--- config.mk ---
export PLATFORM = sky130hd
export DESIGN_NAME = request_queue_flat
export DESIGN_NICKNAME = d
export VERILOG_FILES = /design/src/rtl/request_queue_pkg.sv /design/src/rtl/request_queue_if.sv /design/src/rtl/request_queue_counter.sv /design/src/rtl/request_queue.sv /design/src/flat_wrapper.sv
export SDC_FILE = /design/constraint.sdc
export NUM_CORES = 1
export LEC_CHECK = 0
export ABC_CLOCK_PERIOD_IN_PS = 5100
export CORE_MARGIN = 3
export CORE_UTILIZATION = 56
export CTS_CLUSTER_DIAMETER = 80
export DETAILED_ROUTE_END_ITERATION = 12
export GPL_TIMING_DRIVEN = 0
export PLACE_DENSITY = 0.88
export SKIP_CTS_REPAIR_TIMING = 1
export SYNTH_ARGS = -nofsm -noshare
export SYNTH_HDL_FRONTEND = slang
export SYNTH_HIERARCHICAL = 1
export SYNTH_SLANG_ARGS = --single-unit
--- constraint.sdc ---
create_clock -name clock -period 5.1 [get_ports clock]
set_clock_uncertainty 0.05 [all_clocks]
set_input_delay 0.51 -clock clock [delete_from_list [all_inputs] [get_ports clock]]
set_output_delay 0.51 -clock clock [all_outputs]
set_load 0.01 [all_outputs]
--- src/rtl/request_queue_pkg.sv ---
// req_queue_pkg: shared widths, types and limits for the request queue
package req_queue_pkg;
    localparam int NUM_REQ  = 8;
    localparam int IDX_W    = 3;
    localparam int CNT_W    = 3;
    localparam int TOT_W    = CNT_W + 3;
    localparam int STARVE_T = 15;
    localparam int WAIT_W   = 4;
    typedef logic [IDX_W-1:0]  req_idx_t;
    typedef logic [CNT_W-1:0]  pend_cnt_t;
    typedef logic [TOT_W-1:0]  total_t;
    typedef logic [WAIT_W-1:0] wait_cnt_t;
    localparam pend_cnt_t CNT_MAX  = '1;
    localparam wait_cnt_t WAIT_MAX = wait_cnt_t'(STARVE_T);
endpackage

--- src/rtl/request_queue_if.sv ---
// request_queue_if: requestor/arbiter-facing bus of the request queue (starve_o only with REQ_QUEUE_STARVE_EN)
interface request_queue_if import req_queue_pkg::*; ();
    logic [NUM_REQ-1:0] req_pulse_i;
    logic               flush_i;
    req_idx_t           grant_idx_i;
    logic               grant_vld_i;
    logic [NUM_REQ-1:0] reqs_o;
    total_t             total_o;
    logic               overflow_o;
    logic               grant_err_o;
`ifdef REQ_QUEUE_STARVE_EN
    logic [NUM_REQ-1:0] starve_o;
    modport master (output req_pulse_i, flush_i, grant_idx_i, grant_vld_i,
                    input reqs_o, total_o, overflow_o, grant_err_o, starve_o);
    modport slave  (input req_pulse_i, flush_i, grant_idx_i, grant_vld_i,
                    output reqs_o, total_o, overflow_o, grant_err_o, starve_o);
`else
    modport master (output req_pulse_i, flush_i, grant_idx_i, grant_vld_i,
                    input reqs_o, total_o, overflow_o, grant_err_o);
    modport slave  (input req_pulse_i, flush_i, grant_idx_i, grant_vld_i,
                    output reqs_o, total_o, overflow_o, grant_err_o);
`endif
endinterface

--- src/rtl/request_queue_counter.sv ---
// req_counter: saturating pending-request counter for one requestor (wait counter with REQ_QUEUE_STARVE_EN)
module req_counter import req_queue_pkg::*; (
    input  logic      clock,
    input  logic      reset,
    input  logic      inc,
    input  logic      dec,
    input  logic      flush,
    output pend_cnt_t cnt,
    output logic      nonzero,
`ifdef REQ_QUEUE_STARVE_EN
    output wait_cnt_t wait_cnt,
`endif
    output logic      ovf_pulse
);
    // a simultaneous inc and dec cancel, so a full counter with a grant never overflows
    always_comb begin
        nonzero   = cnt != '0;
        ovf_pulse = inc && !dec && !flush && cnt == CNT_MAX;
    end
    // pending count: flush drops everything including this cycle's pulse
    always_ff @(posedge clock)
        if (reset || flush) cnt <= '0;
        else if (inc && !dec && cnt != CNT_MAX) cnt <= cnt + 1'b1;
        else if (dec && !inc) cnt <= cnt - 1'b1;
`ifdef REQ_QUEUE_STARVE_EN
    // cycles spent pending without a grant, saturating at the starvation threshold
    always_ff @(posedge clock)
        if (reset || flush || !nonzero || dec) wait_cnt <= '0;
        else if (wait_cnt != WAIT_MAX) wait_cnt <= wait_cnt + 1'b1;
`endif
endmodule

--- src/rtl/request_queue.sv ---
// request_queue: per-requestor pending counters feeding the round-robin arbiter; REQ_QUEUE_STARVE_EN adds starvation flags
module request_queue import req_queue_pkg::*; (
    input logic             clock,
    input logic             reset,
    request_queue_if.slave  bus
);
    logic [NUM_REQ-1:0] grant_dec, dec, nonzero, ovf_pulse;
    pend_cnt_t          cnt [NUM_REQ];
    total_t             total;
    logic               overflow, grant_err;
`ifdef REQ_QUEUE_STARVE_EN
    wait_cnt_t          wait_cnt [NUM_REQ];
`endif
    // one-hot grant decode; a grant only retires a request that actually exists
    always_comb begin
        grant_dec = bus.grant_vld_i ? NUM_REQ'(1) << bus.grant_idx_i : '0;
        dec       = grant_dec & nonzero;
    end
    for (genvar i = 0; i < NUM_REQ; i++) begin : g_cnt
        req_counter u_cnt (
            .clock     (clock),
            .reset     (reset),
            .inc       (bus.req_pulse_i[i]),
            .dec       (dec[i]),
            .flush     (bus.flush_i),
            .cnt       (cnt[i]),
            .nonzero   (nonzero[i]),
`ifdef REQ_QUEUE_STARVE_EN
            .wait_cnt  (wait_cnt[i]),
`endif
            .ovf_pulse (ovf_pulse[i])
        );
`ifdef REQ_QUEUE_STARVE_EN
        assign bus.starve_o[i] = wait_cnt[i] >= WAIT_MAX;
`endif
    end
    // total is decoded from registers only, keeping the arbiter loop free of combinational paths
    always_comb begin
        total = '0;
        for (int i = 0; i < NUM_REQ; i++) total = total + TOT_W'(cnt[i]);
    end
    // sticky error flags, cleared only by reset
    always_ff @(posedge clock)
        if (reset) begin
            overflow  <= 1'b0;
            grant_err <= 1'b0;
        end else begin
            overflow  <= overflow | (|ovf_pulse);
            grant_err <= grant_err | (bus.grant_vld_i && !nonzero[bus.grant_idx_i]);
        end
    assign bus.reqs_o      = nonzero;
    assign bus.total_o     = total;
    assign bus.overflow_o  = overflow;
    assign bus.grant_err_o = grant_err;
endmodule

--- src/flat_wrapper.sv ---
// flat-port wrapper written by rule: the top's interface ports become plain ports
module request_queue_flat import req_queue_pkg::*;
  (clock, reset, bus_req_pulse_i, bus_flush_i, bus_grant_idx_i, bus_grant_vld_i, bus_reqs_o, bus_total_o, bus_overflow_o, bus_grant_err_o);
  request_queue_if bus_i ();
  input logic clock;
  input logic reset;
  input wire logic [$bits(bus_i.req_pulse_i)-1:0] bus_req_pulse_i;
  input wire logic [$bits(bus_i.flush_i)-1:0] bus_flush_i;
  input wire logic [$bits(bus_i.grant_idx_i)-1:0] bus_grant_idx_i;
  input wire logic [$bits(bus_i.grant_vld_i)-1:0] bus_grant_vld_i;
  output wire logic [$bits(bus_i.reqs_o)-1:0] bus_reqs_o;
  output wire logic [$bits(bus_i.total_o)-1:0] bus_total_o;
  output wire logic [$bits(bus_i.overflow_o)-1:0] bus_overflow_o;
  output wire logic [$bits(bus_i.grant_err_o)-1:0] bus_grant_err_o;
  assign bus_i.req_pulse_i = bus_req_pulse_i;
  assign bus_i.flush_i = bus_flush_i;
  assign bus_i.grant_idx_i = bus_grant_idx_i;
  assign bus_i.grant_vld_i = bus_grant_vld_i;
  assign bus_reqs_o = bus_i.reqs_o;
  assign bus_total_o = bus_i.total_o;
  assign bus_overflow_o = bus_i.overflow_o;
  assign bus_grant_err_o = bus_i.grant_err_o;
  request_queue u_core (.clock(clock), .reset(reset), .bus(bus_i));
endmodule
==> flow_summary.ini, run 1 <==
[run_status]
outcome = finished clean

[clock_network]
clkSinkCount = 26
cts_root_buffer = clkbuf_8
insertion_delay_ps = 290
h-tree-depth = 1
clk_path_buf_depth = 2
cts_made_buffers = 3
cts_tree = done
clkSlewWorstSetupHoldPaths_ps = 110

[synthesis]
yosysWarnings = 6
synth_top_area_cell = dfxtp_1
ys.flop_type = dfxtp_1
yosysSeqAreaShare_pct = 20.9
synth-seq-cells = 26
syn_area_um2 = 2490
yosysUniqueCellTypes = 32
synth_top_cell_area_share_pct = 20.9
syn_nets = 306
synth.most_common_cell = inv_1
synth_cells = 260
yosys-top-cells-count = inv_1 (27), dfxtp_1 (26), fa_1 (25)
synth_edf_count = 0
synth_area_leaders = dfxtp_1 (21%), fa_1 (20%), nor3b_1 (5.1%), a2111oi_2 (4.8%), inv_1 (4.1%)
synthArstFlopShare_pct = 0
syn_area_per_cell_um2 = 9.57

[layout]
num-fill-cells = 324
finalNonFillerCells = 343
nets = 340
drive_gt1_share_pct = 10.6
layout.area.seq_um2 = 520
design_area_um2 = 2910
area_growth_pct = 17.1
multiInputGateArea_um2 = 1850
num_antenna_cells = 0

[run]
cap_viol_max_count = 0

[timing]
postLayoutSetupSlackWorst_ps = 302
relSlewSlack_pct = 8.11
clock.fmax_mhz = 208
finalSetupViolations = 0
rsz0062_at_grt = no
finalHoldViolCount = 0
finalCritPeriodShare_pct = 94.1
final_max_slew_viol_count = 0
tightest_slew_ps = 1370
min_period_ps = 4800
setup_tns_ps = 0

[grt]
gr-total-overflow = 0
antenna_found_initial = 0
grt.total_usage_pct = 22.3
first_global_vias = 2122
grt_max_degree = 33
grt_first_pass_wirelength_mm = 9.41

[critical_path]
critPathArrivalTime_ps = 4240
start_kind = flop
worstPathRequired_ps = 4540
cp_max_fo = 6
cp_slowest_cell = fa_1
r2r_setup_slack_ps = 2370
critPathMaxStageDelay_ps = 580
crit_path_end_kind = output port
cp_cell_sequence = fa_1, inv_1, fa_1, fa_1, fa_1, inv_1, ha_1, inv_1, fa_1, inv_1, clkdlybuf4s50_1
cp_common_cell = fa_1
path_class = flop to output port

[placed_design]
place.port_buffers = 29
dp_hpwl_mm = 4.13
gp_congestion = 0.876
dp.cells = 339
place_area_um2 = 2840
pre_cts_slack_ps = 626

[power]
ir_drop_v = 0.000169
p_leak_nw = 1.09
cellPowerDensity_nw_per_um2 = 205

[floorplan]
die_h_um = 72.6
die_w_um = 72.6
core-area_um2 = 4140
floorplan.initialDensity_pct = 60.0
row_count = 23
die-area_um2 = 5280
ios = 31

[drt]
drt_iter0_drc = 70
drcViolationCount = 0
avgRoutedWirePerCell_um = 16.1
drt_pre_antenna_iters = 4
routed_wl_mm = 5.53
vias_per_cell = 6.23
drtAntennaViolNets = 0
vias = 2138

[hold_path]
hold_class = flop to flop
## cells by family after synthesis
group                    after synthesis  share of synthesized area (%)
AND/OR/NAND/NOR                      110                           30.2
XOR/XNOR                               9                           3.17
adder cells (fa/ha/maj)               31                           23.1
AO/OA/AOI/OAI                         54                           17.2
buffers and inverters                 28                           4.53
multiplexers                           2                          0.805
flip-flops                            26                           20.9
## per-layer routing
metal  vias to the layer above  share of wire, %  track usage (%)
li1                       1036                 -                -
met1                      1048                46             30.2
met2                        44                49             36.9
met3                        10               3.5             3.44
met4                         0               2.0             6.76
met5                         -                 0                0
## flip-flops by register name, indices dropped and copies added (netlist names)
register	cells
u_core/bus.grant_err_o	1
u_core/bus.overflow_o	1
u_core/g_cnt.u_cnt/cnt	24
## metrics by stage
| step | utilization [%] | total power, mW | hold WS, ps |
|---|---|---|---|
| after floorplan | - | 0.336 | 464 |
| after global placement | 68.5 | 0.419 | 424 |
| after detailed placement | 68.5 | 0.420 | 440 |
| after CTS | 70.3 | 0.603 | 466 |
| after global routing | 70.3 | 0.633 | 499 |
| final | 70.3 | 0.598 | 459 |
## power breakdown
part           switching, mW  total [mW]  internal, mW
clock network         0.0739       0.179         0.105
logic                 0.0943       0.190        0.0959
registers             0.0169       0.229         0.212
## path summary, 6_finish.rpt
path / cells after the start / endpoint / startpoint
hold reg to reg: 2 / u_core/bus.grant_err_o / u_core/bus.grant_err_o
hold / removal: 2 / u_core/bus.grant_err_o / u_core/bus.grant_err_o
setup / recovery: 11 / bus_total_o[3] / u_core/g_cnt[7].u_cnt/cnt[2]
setup reg to reg: 9 / u_core/g_cnt[2].u_cnt/cnt[2] / u_core/g_cnt[2].u_cnt/cnt[0]
## area by class of cell
type | instances | area share, %
Buffer | 1 | 0.387
Clock buffer | 3 | 1.42
Clock inverter | 1 | 1.03
Inverter | 27 | 3.48
Multi-Input combinational cell | 206 | 63.7
Sequential cell | 26 | 17.9
Tap cell | 50 | 2.15
Timing Repair Buffer | 29 | 9.97
## cells in the final DEF, fill, tap and decap left out, types with 2 or more instances in the layout
master / instances
a2111oi_2: 8
a211oi_1: 8
a21o_1: 2
a21oi_1: 8
a31o_1: 8
a31oi_1: 9
clkbuf_8: 3
clkdlybuf4s50_1: 29
dfxtp_1: 26
fa_1: 25
ha_1: 6
inv_1: 27
mux2i_1: 2
nand2_1: 9
nand2b_1: 10
nand3_1: 2
nand3_2: 9
nand3b_1: 2
nand4_1: 8
nand4b_1: 8
nor2_1: 15
nor2b_2: 8
nor3b_1: 17
nor4b_1: 2
o21ai_0: 9
or3_1: 8
or3b_1: 10
xor2_1: 8
## critical path: cells and delay by family (launching register included)
| kind | cells | cell delay [ps] |
|---|---|---|
| DFF | 1 | 400 |
| adders and majority gates | 6 | 2790 |
| buffers and inverters | 5 | 770 |
Note: power is estimated with default switching activity, not from simulation.
==> run 2: changes to the inputs <==
- GPL_ROUTABILITY_DRIVEN: default -> 1
- PLACE_DENSITY: 0.88 -> 0.83
==> run 2 against run 1 <==
Compared with the run above:
- die area is the same
- via count shrank 1.8%
- largest cell class unchanged
- largest power group unchanged
- highest routed layer unchanged
- combinational power is essentially flat
- critical endpoint unchanged
- core utilization is the same
==> flow_summary.ini, run 2 (same netlist as run 1, synthesis figures left out) <==
[run_status]
outcome = finished clean

[drt]
drcViolationCount = 0
drtAntennaViolNets = 0
vias = 2099
avgRoutedWirePerCell_um = 16.0
drt_pre_antenna_iters = 4
vias_per_cell = 6.12
routed_wl_mm = 5.48
drt_iter0_drc = 108

[clock_network]
cts_tree = done
clk_path_buf_depth = 2
insertion_delay_ps = 280
h-tree-depth = 1
cts_root_buffer = clkbuf_8
clkSlewWorstSetupHoldPaths_ps = 100
clkSinkCount = 26
cts_made_buffers = 3

[critical_path]
critPathArrivalTime_ps = 4270
start_kind = flop
worst-path-stages = 11
cp_max_fo = 6
cp_cell_sequence = fa_1, inv_1, fa_1, fa_1, fa_1, inv_1, ha_1, inv_1, fa_1, inv_1, clkdlybuf4s50_1
worstPathRequired_ps = 4540
cp_common_cell = fa_1
cpLargestDelayFamily = adder cells
path_class = flop to output port
r2r_setup_slack_ps = 2410
crit_start = u_core/g_cnt[7].u_cnt/cnt[2]
cp_slowest_cell = fa_1
crit_path_end_kind = output port
critPathMaxStageDelay_ps = 580
ff2ff_path_depth = 8
path_buf_inv = 5
r2r-start = u_core/g_cnt[4].u_cnt/cnt[0]
reg2reg_to = u_core/g_cnt[4].u_cnt/cnt[2]
cp-endpoint = bus_total_o[3]

[grt]
grt_first_pass_wirelength_mm = 9.17
antenna_found_initial = 0
grt.total_usage_pct = 22.1
gr-total-overflow = 0
first_global_vias = 1955
grt_max_degree = 33

[layout]
drive_gt1_share_pct = 10.6
nets = 340
num-fill-cells = 337
area_growth_pct = 17.1
num_antenna_cells = 0
layout_common_cells = clkdlybuf4s50_1 (29), inv_1 (27), dfxtp_1 (26)
largest_reg_flops = 24
final_core_util_pct = 70.3
finalNonFillerCells = 343
regMostFlops = u_core/g_cnt.u_cnt/cnt
design_area_um2 = 2910
final_common_cell = clkdlybuf4s50_1

[placed_design]
place_area_um2 = 2840
dp_hpwl_mm = 4.13
dp.cells = 339
gp_congestion = 0.869
pre_cts_slack_ps = 567
place.port_buffers = 29

[timing]
clock.fmax_mhz = 207
holdWs_ps = 464
min_period_ps = 4830
finalHoldViolCount = 0
tightest_slew_ps = 1360
setup_tns_ps = 0
finalCritPeriodShare_pct = 94.7
finalSetupViolations = 0
rsz0062_at_grt = no
final_max_slew_viol_count = 0
postLayoutSetupSlackWorst_ps = 271
relSlewSlack_pct = 8.80

[floorplan]
die-area_um2 = 5280
row_count = 23
core-area_um2 = 4140
ios = 31
die_h_um = 72.6
die_w_um = 72.6
floorplan.initialDensity_pct = 60.0

[run]
cap_viol_max_count = 0

[hold_path]
hold_class = flop to flop

[power]
cellPowerDensity_nw_per_um2 = 206
ir_drop_v = 0.000184
p_leak_nw = 1.09
total_power_uw = 599
==> run 2: final cells by class <==
cell class / instances / area (um^2) / area share (%)
Clock buffer: 3 / 41.3 / 1.42
Inverter: 27 / 101 / 3.48
Timing Repair Buffer: 29 / 290 / 9.97
Sequential cell: 26 / 520 / 17.9
Buffer: 1 / 11.3 / 0.387
Multi-Input combinational cell: 206 / 1850 / 63.7
Clock inverter: 1 / 30.0 / 1.03
Tap cell: 50 / 62.6 / 2.15
==> run 2: power breakdown <==
group,internal [mW],total (mW),switching (mW)
Clock,0.105,0.180,0.0747
Combinational,0.0954,0.190,0.0947
Sequential,0.212,0.229,0.0174
==> run 2: layer usage <==
| metal | up-vias | track usage, % | routed length (um) |
|---|---|---|---|
| met1 | 1018 | 31.4 | 2500 |
| met5 | - | 0 | 0 |
| met2 | 58 | 35.3 | 2680 |
| met4 | 0 | 4.51 | 23 |
| met3 | 2 | 3.99 | 285 |
| li1 | 1021 | - | - |
==> run 2: worst min path at each step <==
stage,start,to,cells after the start
floorplan,u_core/g_cnt[5].u_cnt/cnt[0],u_core/g_cnt[5].u_cnt/cnt[0],1
global placement,u_core/bus.grant_err_o,u_core/bus.grant_err_o,2
detailed placement,u_core/bus.grant_err_o,u_core/bus.grant_err_o,2
CTS,u_core/bus.grant_err_o,u_core/bus.grant_err_o,2
global route,u_core/bus.grant_err_o,u_core/bus.grant_err_o,2
finish,u_core/bus.grant_err_o,u_core/bus.grant_err_o,2
==> run 2: worst min-delay path: stages, from the launching register on <==
cell,delay (ps)
dfxtp_1,350
nand2b_1,70
o211ai_2,60
==> run 3: changes to the inputs <==
- CORE_MARGIN: 3 -> 2
- PLACE_DENSITY: 0.83 -> 0.86
==> run 3 against run 2 <==
Compared with the run above:
- register-to-register slack gained 20 ps
- count of clock-buffer cells in the layout rose by 1
- final area is 0.47% lower
- critical endpoint unchanged
- largest cell class unchanged
==> flow_summary.ini, run 3 (same netlist as run 1, synthesis figures left out) <==
[floorplan]
die-area_um2 = 4990
die_h_um = 70.6
ios = 31
floorplan.initialDensity_pct = 57.5
row_count = 24
core-area_um2 = 4320
die_w_um = 70.6

[grt]
antenna_found_initial = 0
grt_max_degree = 33
grt.total_usage_pct = 23.0
grt_first_pass_wirelength_mm = 9.30
gr-total-overflow = 0
first_global_vias = 2022

[placed_design]
place.port_buffers = 29
dp.cells = 341
gp_congestion = 0.919
dp_hpwl_mm = 4.03
pre_cts_slack_ps = 665

[layout]
multiInputGateArea_um2 = 1850
final_common_cell = clkdlybuf4s50_1
num-fill-cells = 378
layout.area.seq_um2 = 520
finalNonFillerCells = 345
largest_reg_flops = 24
final_core_util_pct = 67.0
nets = 340
area_growth_pct = 16.5
layout_common_cells = clkdlybuf4s50_1 (29), inv_1 (27), dfxtp_1 (26)
regMostFlops = u_core/g_cnt.u_cnt/cnt
drive_gt1_share_pct = 10.6
num_antenna_cells = 0

[timing]
min_period_ps = 4750
setup_tns_ps = 0
rsz0062_at_grt = no
relSlewSlack_pct = 8.67
finalCritPeriodShare_pct = 93.2
finalSetupViolations = 0
postLayoutSetupSlackWorst_ps = 349
final_max_slew_viol_count = 0
tightest_slew_ps = 1370
clock.fmax_mhz = 210
finalHoldViolCount = 0

[clock_network]
clk_path_buf_depth = 2
cts_root_buffer = clkbuf_8
insertion_delay_ps = 270
clkSinkCount = 26
cts_tree = done
clkSlewWorstSetupHoldPaths_ps = 90
h-tree-depth = 1
cts_made_buffers = 3

[drt]
vias_per_cell = 6.10
drt_pre_antenna_iters = 4
vias = 2103
drt_iter0_drc = 192
avgRoutedWirePerCell_um = 15.6
routed_wl_mm = 5.37
drtAntennaViolNets = 0
drcViolationCount = 0

[critical_path]
critPathMaxStageDelay_ps = 570
r2r-start = u_core/g_cnt[2].u_cnt/cnt[0]
cp_max_fo = 6
start_kind = flop
cp_common_cell = fa_1
r2r_setup_slack_ps = 2430
path_class = flop to output port
cp_cell_sequence = fa_1, inv_1, fa_1, fa_1, fa_1, inv_1, ha_1, inv_1, fa_1, inv_1, clkdlybuf4s50_1
crit_start = u_core/g_cnt[7].u_cnt/cnt[2]
reg2reg_to = u_core/g_cnt[2].u_cnt/cnt[2]
cp_slowest_cell = fa_1
ff2ff_path_depth = 9
critPathArrivalTime_ps = 4190
cp-endpoint = bus_total_o[3]
path_buf_inv = 5
worstPathRequired_ps = 4540
crit_path_end_kind = output port
worst-path-stages = 11
cpLargestDelayFamily = adder cells

[run_status]
outcome = finished clean

[power]
p_leak_nw = 1.09
total_power_uw = 552
ir_drop_v = 0.000124
cellPowerDensity_nw_per_um2 = 191

[hold_path]
hold_class = flop to flop

[run]
cap_viol_max_count = 0
[run 3: cell types whose count changed in the layout (fill, tap and decap cells not counted), sizes merged]
| cell | before | now |
|---|---|---|
| bufinv | 1 | 0 |
| clkbuf | 3 | 4 |
[run 3: final cells by class]
cell class,instances,share of cell area [%]
Buffer,1,0.389
Clock buffer,4,1.90
Inverter,27,3.50
Multi-Input combinational cell,206,64.0
Sequential cell,26,18.0
Tap cell,52,2.25
Timing Repair Buffer,29,10.0
[run 3: routing by layer]
metal  share of wire (%)  track usage [%]  up-vias
li1                    -                -     1024
met1                  45             32.3     1010
met2                  47             37.3       61
met3                 6.1             3.70        8
met4                 1.5             6.08        0
met5                   0                0        -
[run 3: metrics by stage]
step / hold slack (ps) / area (um^2)
6_report: 472 / 2900
4_1_cts: 486 / 2900
3_5_place_dp: 460 / 2840
3_3_place_gp: 453 / 2840
5_1_grt: 516 / 2900
2_1_floorplan: 464 / 2490
[run 3: where the power goes]
| group | internal, mW | leakage, nW | total, mW | switching [mW] |
|---|---|---|---|---|
| logic | 0.0940 | 0.845 | 0.185 | 0.0909 |
| clock network | 0.0692 | 0.0288 | 0.138 | 0.0685 |
| registers | 0.212 | 0.212 | 0.229 | 0.0177 |
| total | 0.375 | 1.09 | 0.552 | 0.177 |
[run 3: tightest hold or removal path, cell delays in order (launching register included)]
cell	delay (ps)
dfxtp_1	360
nand2b_1	70
o211ai_2	60
[run 3: how the worst min path moves through the flow]
stage | depth (start not counted) | end | startpoint | slack (ps)
final | 2 | u_core/bus.grant_err_o | u_core/bus.grant_err_o | 470
after global routing | 2 | u_core/bus.grant_err_o | u_core/bus.grant_err_o | 520
after CTS | 2 | u_core/bus.grant_err_o | u_core/bus.grant_err_o | 490
after detailed placement | 2 | u_core/bus.grant_err_o | u_core/bus.grant_err_o | 460
after global placement | 2 | u_core/bus.grant_err_o | u_core/bus.grant_err_o | 450
after floorplan | 1 | u_core/g_cnt[5].u_cnt/cnt[0] | u_core/g_cnt[5].u_cnt/cnt[0] | 460
